<file path="config.mk">
export PLATFORM = sky130hd
export DESIGN_NAME = bus_arb2to1
export DESIGN_NICKNAME = d
export VERILOG_FILES = /design/src/rtl/bus_arb2to1.sv
export SDC_FILE = /design/constraint.sdc
export NUM_CORES = 1
export LEC_CHECK = 0
export ABC_AREA = 1
export CAP_MARGIN = 30
export CORE_AREA = 8 8 116 118
export CTS_CLUSTER_DIAMETER = 120
export DETAILED_ROUTE_END_ITERATION = 10
export DIE_AREA = 0 0 124 126
export PLACE_DENSITY = 0.79
export REMOVE_ABC_BUFFERS = 1
export SYNTH_ARGS = -nofsm -noshare
export SYNTH_HDL_FRONTEND = slang
export SYNTH_SLANG_ARGS = --single-unit
</file>
<file path="constraint.sdc">
create_clock -name clk -period 2.6 [get_ports clk]
set_clock_uncertainty 0.15 [all_clocks]
set_input_delay 0.39 -clock clk [delete_from_list [all_inputs] [get_ports clk]]
set_output_delay 0.39 -clock clk [all_outputs]
set_load 0.05 [all_outputs]
</file>
<file path="src/rtl/bus_arb2to1.sv">
// Two-master, one-slave round-robin arbiter for the 32-bit valid/ready memory bus.
// Each grant covers one transfer; a per-transfer wait limit force-completes stalled transfers.
module bus_arb2to1 #(
    parameter logic [15:0] TIMEOUT  = 16'd1024,
    parameter logic [31:0] TO_RDATA = 32'h0000_0000
) (
    input  logic        clk,
    input  logic        rst,
    input  logic        m1_valid,
    output logic        m1_ready,
    input  logic [31:0] m1_addr,
    output logic [31:0] m1_rdata,
    input  logic [31:0] m1_wdata,
    input  logic [3:0]  m1_wstrb,
    input  logic        m2_valid,
    output logic        m2_ready,
    input  logic [31:0] m2_addr,
    output logic [31:0] m2_rdata,
    input  logic [31:0] m2_wdata,
    input  logic [3:0]  m2_wstrb,
    output logic        s_valid,
    input  logic        s_ready,
    output logic [31:0] s_addr,
    input  logic [31:0] s_rdata,
    output logic [31:0] s_wdata,
    output logic [3:0]  s_wstrb,
    output logic [1:0]  grant,
    output logic        timeout
);

    localparam int          N          = 2;
    localparam logic [15:0] WAIT_LAST  = TIMEOUT - 16'd1;
    localparam logic        TIMEOUT_EN = (TIMEOUT != 16'd0);

    typedef enum logic {
        ST_IDLE = 1'b0,
        ST_BUSY = 1'b1
    } state_t;

    state_t      state_reg;
    logic [1:0]  grant_reg;
    logic        last_reg;       // 0 = m1 granted most recently, 1 = m2
    logic [15:0] wait_cnt_reg;

    // Master-side signals gathered into arrays so the per-master logic is uniform.
    logic        req_valid [N];
    logic [31:0] req_addr  [N];
    logic [31:0] req_wdata [N];
    logic [3:0]  req_wstrb [N];
    logic        rsp_ready [N];
    logic [31:0] rsp_rdata [N];

    logic [31:0] addr_term  [N];
    logic [31:0] wdata_term [N];
    logic [3:0]  wstrb_term [N];

    assign req_valid[0] = m1_valid;
    assign req_addr[0]  = m1_addr;
    assign req_wdata[0] = m1_wdata;
    assign req_wstrb[0] = m1_wstrb;
    assign req_valid[1] = m2_valid;
    assign req_addr[1]  = m2_addr;
    assign req_wdata[1] = m2_wdata;
    assign req_wstrb[1] = m2_wstrb;

    assign m1_ready = rsp_ready[0];
    assign m1_rdata = rsp_rdata[0];
    assign m2_ready = rsp_ready[1];
    assign m2_rdata = rsp_rdata[1];

    logic busy;
    logic wait_expired;
    logic xfer_done;
    logic win_valid;
    logic win_sel;

    assign busy         = (state_reg == ST_BUSY);
    assign wait_expired = TIMEOUT_EN && busy && !s_ready && (wait_cnt_reg == WAIT_LAST);
    assign xfer_done    = busy && (s_ready || wait_expired);

    // A tie goes to whichever master did not own the previous transfer.
    always_comb begin
        win_valid = 1'b0;
        win_sel   = 1'b0;
        case ({req_valid[1], req_valid[0]})
            2'b01: begin
                win_valid = 1'b1;
                win_sel   = 1'b0;
            end
            2'b10: begin
                win_valid = 1'b1;
                win_sel   = 1'b1;
            end
            2'b11: begin
                win_valid = 1'b1;
                win_sel   = ~last_reg;
            end
            default: begin
                win_valid = 1'b0;
                win_sel   = 1'b0;
            end
        endcase
    end

    always_ff @(posedge clk or posedge rst) begin
        if (rst) begin
            state_reg    <= ST_IDLE;
            grant_reg    <= 2'b00;
            last_reg     <= 1'b1;
            wait_cnt_reg <= 16'd0;
        end else begin
            case (state_reg)
                ST_IDLE: begin
                    if (win_valid) begin
                        state_reg    <= ST_BUSY;
                        grant_reg    <= win_sel ? 2'b10 : 2'b01;
                        last_reg     <= win_sel;
                        wait_cnt_reg <= 16'd0;
                    end
                end
                ST_BUSY: begin
                    if (xfer_done) begin
                        state_reg <= ST_IDLE;
                        grant_reg <= 2'b00;
                    end else if (wait_cnt_reg != 16'hFFFF) begin
                        wait_cnt_reg <= wait_cnt_reg + 16'd1;
                    end
                end
                default: begin
                    state_reg <= ST_IDLE;
                    grant_reg <= 2'b00;
                end
            endcase
        end
    end

    // grant_reg is zero outside BUSY, so masking by it alone also zeroes the idle slave bus.
    generate
        for (genvar gi = 0; gi < N; gi++) begin : g_master
            assign addr_term[gi]  = req_addr[gi]  & {32{grant_reg[gi]}};
            assign wdata_term[gi] = req_wdata[gi] & {32{grant_reg[gi]}};
            assign wstrb_term[gi] = req_wstrb[gi] & {4{grant_reg[gi]}};
            assign rsp_ready[gi]  = grant_reg[gi] & xfer_done;
            assign rsp_rdata[gi]  = rsp_ready[gi] ? (s_ready ? s_rdata : TO_RDATA) : 32'd0;
        end
    endgenerate

    always_comb begin
        s_addr  = 32'd0;
        s_wdata = 32'd0;
        s_wstrb = 4'd0;
        for (int i = 0; i < N; i++) begin
            s_addr  = s_addr  | addr_term[i];
            s_wdata = s_wdata | wdata_term[i];
            s_wstrb = s_wstrb | wstrb_term[i];
        end
    end

    assign s_valid = busy;
    assign grant   = grant_reg;
    assign timeout = wait_expired;

endmodule

</file>
==> metrics.md <==
| Metric | Value |
|---|---|
| Crit path DAT | between 1.5 and 2 ns |
| Seq/Total Area, Yosys | between 15 and 20% |
| Crit. End Element | output pin |
| Clk network pwr share | 7.1% |
| Hold Fails Final Rpt | 0 |
| Placed cell count | ~870 |
| Required @ worst endpoint | between 2 and 2.5 ns |
| IO buf count | 310 |
| Critical path capture point | m2_ready |
| Antenna Nets Post-Route | 0 |
| CTS tree | done |
| Switching pwr | slightly above 3000 uW |
| VDD IR max | 750 uV |
| R2R cell count | 6 |
| IO Pins | roughly 310 |
| Initial core utilization | roughly a quarter |
| Synth Register Bits | 20 |
| Clock tree buffer depth | 2 |
| Final setup vio count | 0 |
| Total iterations of the first detailed-routing run | 6 |
| Syn_area_per_cell | between 6 and 7 um^2 |
| Reg-to-Reg End | wait_cnt_reg[4] |
| Global-route wire length before repair | about 29 mm |
| Total congestion overflow | 0 |
| GRT Util Overall | 24.4% |
| Crit. Startpoint | wait_cnt_reg[0] |
| Synth warn | 0 |
| Seq pwr share | 8.5% |
| Largest register FFs | 16 |
| Max_cap viols | 0 |
| Setup TNS | 0 ns |
| F_max | between 0.4 and 0.5 GHz |
| Die Area | 15,600 um^2 |
| CP max FO | 6 |
| Die outline height | 126 um |
| Setup Crit Path Kind | flop to output pin |
| Max Transition Viols Final | 0 |
| Worst-Margin Slew | between 0.5 and 0.6 ns |
| Commonest non-fill, non-tap cell in the layout | clkdlybuf4s50_1 |
| Met2 global-route usage | a little over two fifths |
| Final period util | between 90 and 100% |
| Worst skew pair latency | 0.26 ns |
| Internal power | about 3000 uW |
| Cell variety after synth | 29 |
| Via-to-Cell Ratio | just over 5 |
| Static Leakage | around 0.0036 uW |
| Most frequent cells in the layout | clkdlybuf4s50_1, buf_12, inv_1 |
| Max-Slew Margin vs Limit | approximately 67% |
| Hold Slack | slightly below 0.3 ns |
| H-tree levels | 1 |
| Power per Cell Area | between 800 and 900 nW/um^2 |
| Mapped Cells | 441 |
| Post-CTS Hold Fix Bufs | 0 |
| Comb pwr share | about 84% |
| Met3 GRT Util | 6.84% |
| Antenna violations before repair | 6 |
| Hold Crit Class | input pin to async pin |
| GRT busiest layer | met2 |
| Drt total wl | a little over 20 mm |
| Vias in the first global route | around 4,300 |
| Layout cell share with drive strength beyond 1 | between 20 and 25% |
| DR WL/cell | 23.1 um |
| Clock slew at the register clock pins of the worst setup and hold paths | about 0.060 ns |
| Largest net degree at the start of global routing | 66 |
| Met1 Usage GRT | 27.6% |
| Fin util | 64.3% |
| TritonCTS Buffers | 3 |
| Synth Cell Area | around 2800 um^2 |
| Iteration-0 DRC Markers | 410 |
| CTS sink count | 20 |
| Sw Share | around half |
| Final std cells w/o fill | 879 |
| P&R area growth vs syn | 173% |
| Pre-CTS WS | around 0.3 ns |
| Post-DP HPWL | approximately 17 mm |
| GPL Wtd Cong | about 0.94 |
| Minimum clock period | roughly 2.5 ns |
| Root Driver | clkbuf_16 |
| Post-route DRC | 0 |
| Worst r2r src | s_valid |
| R2r setup slk | roughly 0.62 ns |
| Row Count | 40 |
| Core area | 11,700 um^2 |
| Die W | about 120 um |
| Status | complete, no violations |
| Total Nets Final | about 900 |
| Vias | 4,456 |
| Critical path launch point type | flop |
| Setup WS post-layout | 0.117 ns |
[how the worst min path moves through the flow]
stage / startpoint / to / slack [ns] / cells after the start
global route: last_reg / last_reg / 0.35 / 2
global placement: last_reg / last_reg / 0.30 / 2
finish: rst / wait_cnt_reg[2] / 0.30 / 2
floorplan: rst / grant[0] / 0.20 / 1
CTS: rst / wait_cnt_reg[2] / 0.32 / 2
detailed placement: last_reg / last_reg / 0.32 / 2
[stage by stage]
stage                     power [uW]  cell area [um^2]
after global routing            6280              7520
after CTS                       6090              7480
final                           6100              7530
after floorplan                 2860              2590
after detailed placement        5640              7380
after global placement          5610              7380
[power by group through the flow]
stage | registers [uW] | clock network [uW] | logic (uW)
after global routing | 537 | 452 | 5290
final | 520 | 436 | 5140
after detailed placement | 525 | 0 | 5110
after floorplan | 703 | 0 | 2150
after global placement | 520 | 0 | 5090
after CTS | 520 | 440 | 5130
[what timing repair did]
action,4_1_cts,5_1_grt
gates resized for setup,0,5
setup endpoints to repair,1,2
buffers inserted,0,2
pin swaps,0,1
[kinds of logic after synthesis]
family	after synthesis	synth area share (%)
DFF	20	18.2
xor gates and xnor gates	4	1.27
buffers and inverters	122	17.0
and+or+nand+nor	216	39.3
AOI/OAI and AO/OA	78	23.7
adders and majority gates	1	0.454
[critical path, cell delays in order (launching register included)]
cell and delay, ns:
dfrtp_1 0.39, ha_2 0.23, nand3_4 0.14, nor2_4 0.16, nand2_1 0.10, o21ai_0 0.15
nand2_1 0.15, nor2_2 0.20, buf_12 0.15
[metal layers]
| metal | up-vias | routed length, um |
|---|---|---|
| li1 | 2104 | - |
| met1 | 2095 | 7460 |
| met5 | - | 24 |
| met4 | 4 | 435 |
| met3 | 32 | 1970 |
| met2 | 221 | 10400 |
[final cells by class]
type                       count  area [um^2]
antenna                        4         10.0
clock buffer                   3         75.1
clock inverter                 1         30.0
fill                         936         4180
inverter                      81          304
multi-input combinational    299         1800
sequential                    20          510
tap                          147          184
timing repair buffer         324         4610
[cells in the mapped netlist, drive strengths merged]
cell    instances  area (um^2)
xnor2           2         17.5
o21a            1         7.51
nor3            3         15.0
ha              1         12.5
clkbuf         27          101
buf            14         62.6
nand3b          2         15.0
nand3          24          135
or2             1         6.26
nand4          66          413
o21bai          1         7.51
nand2          76          308
a21boi          1         7.51
xor2            2         17.5
o21ai           4         20.0
nor4            1         12.5
a22o           68          596
dfstp           1         26.3
nor2           43          179
dfrtp          19          475
inv            81          304
a21oi           3         15.0
(Power assumes the default switching activity.)
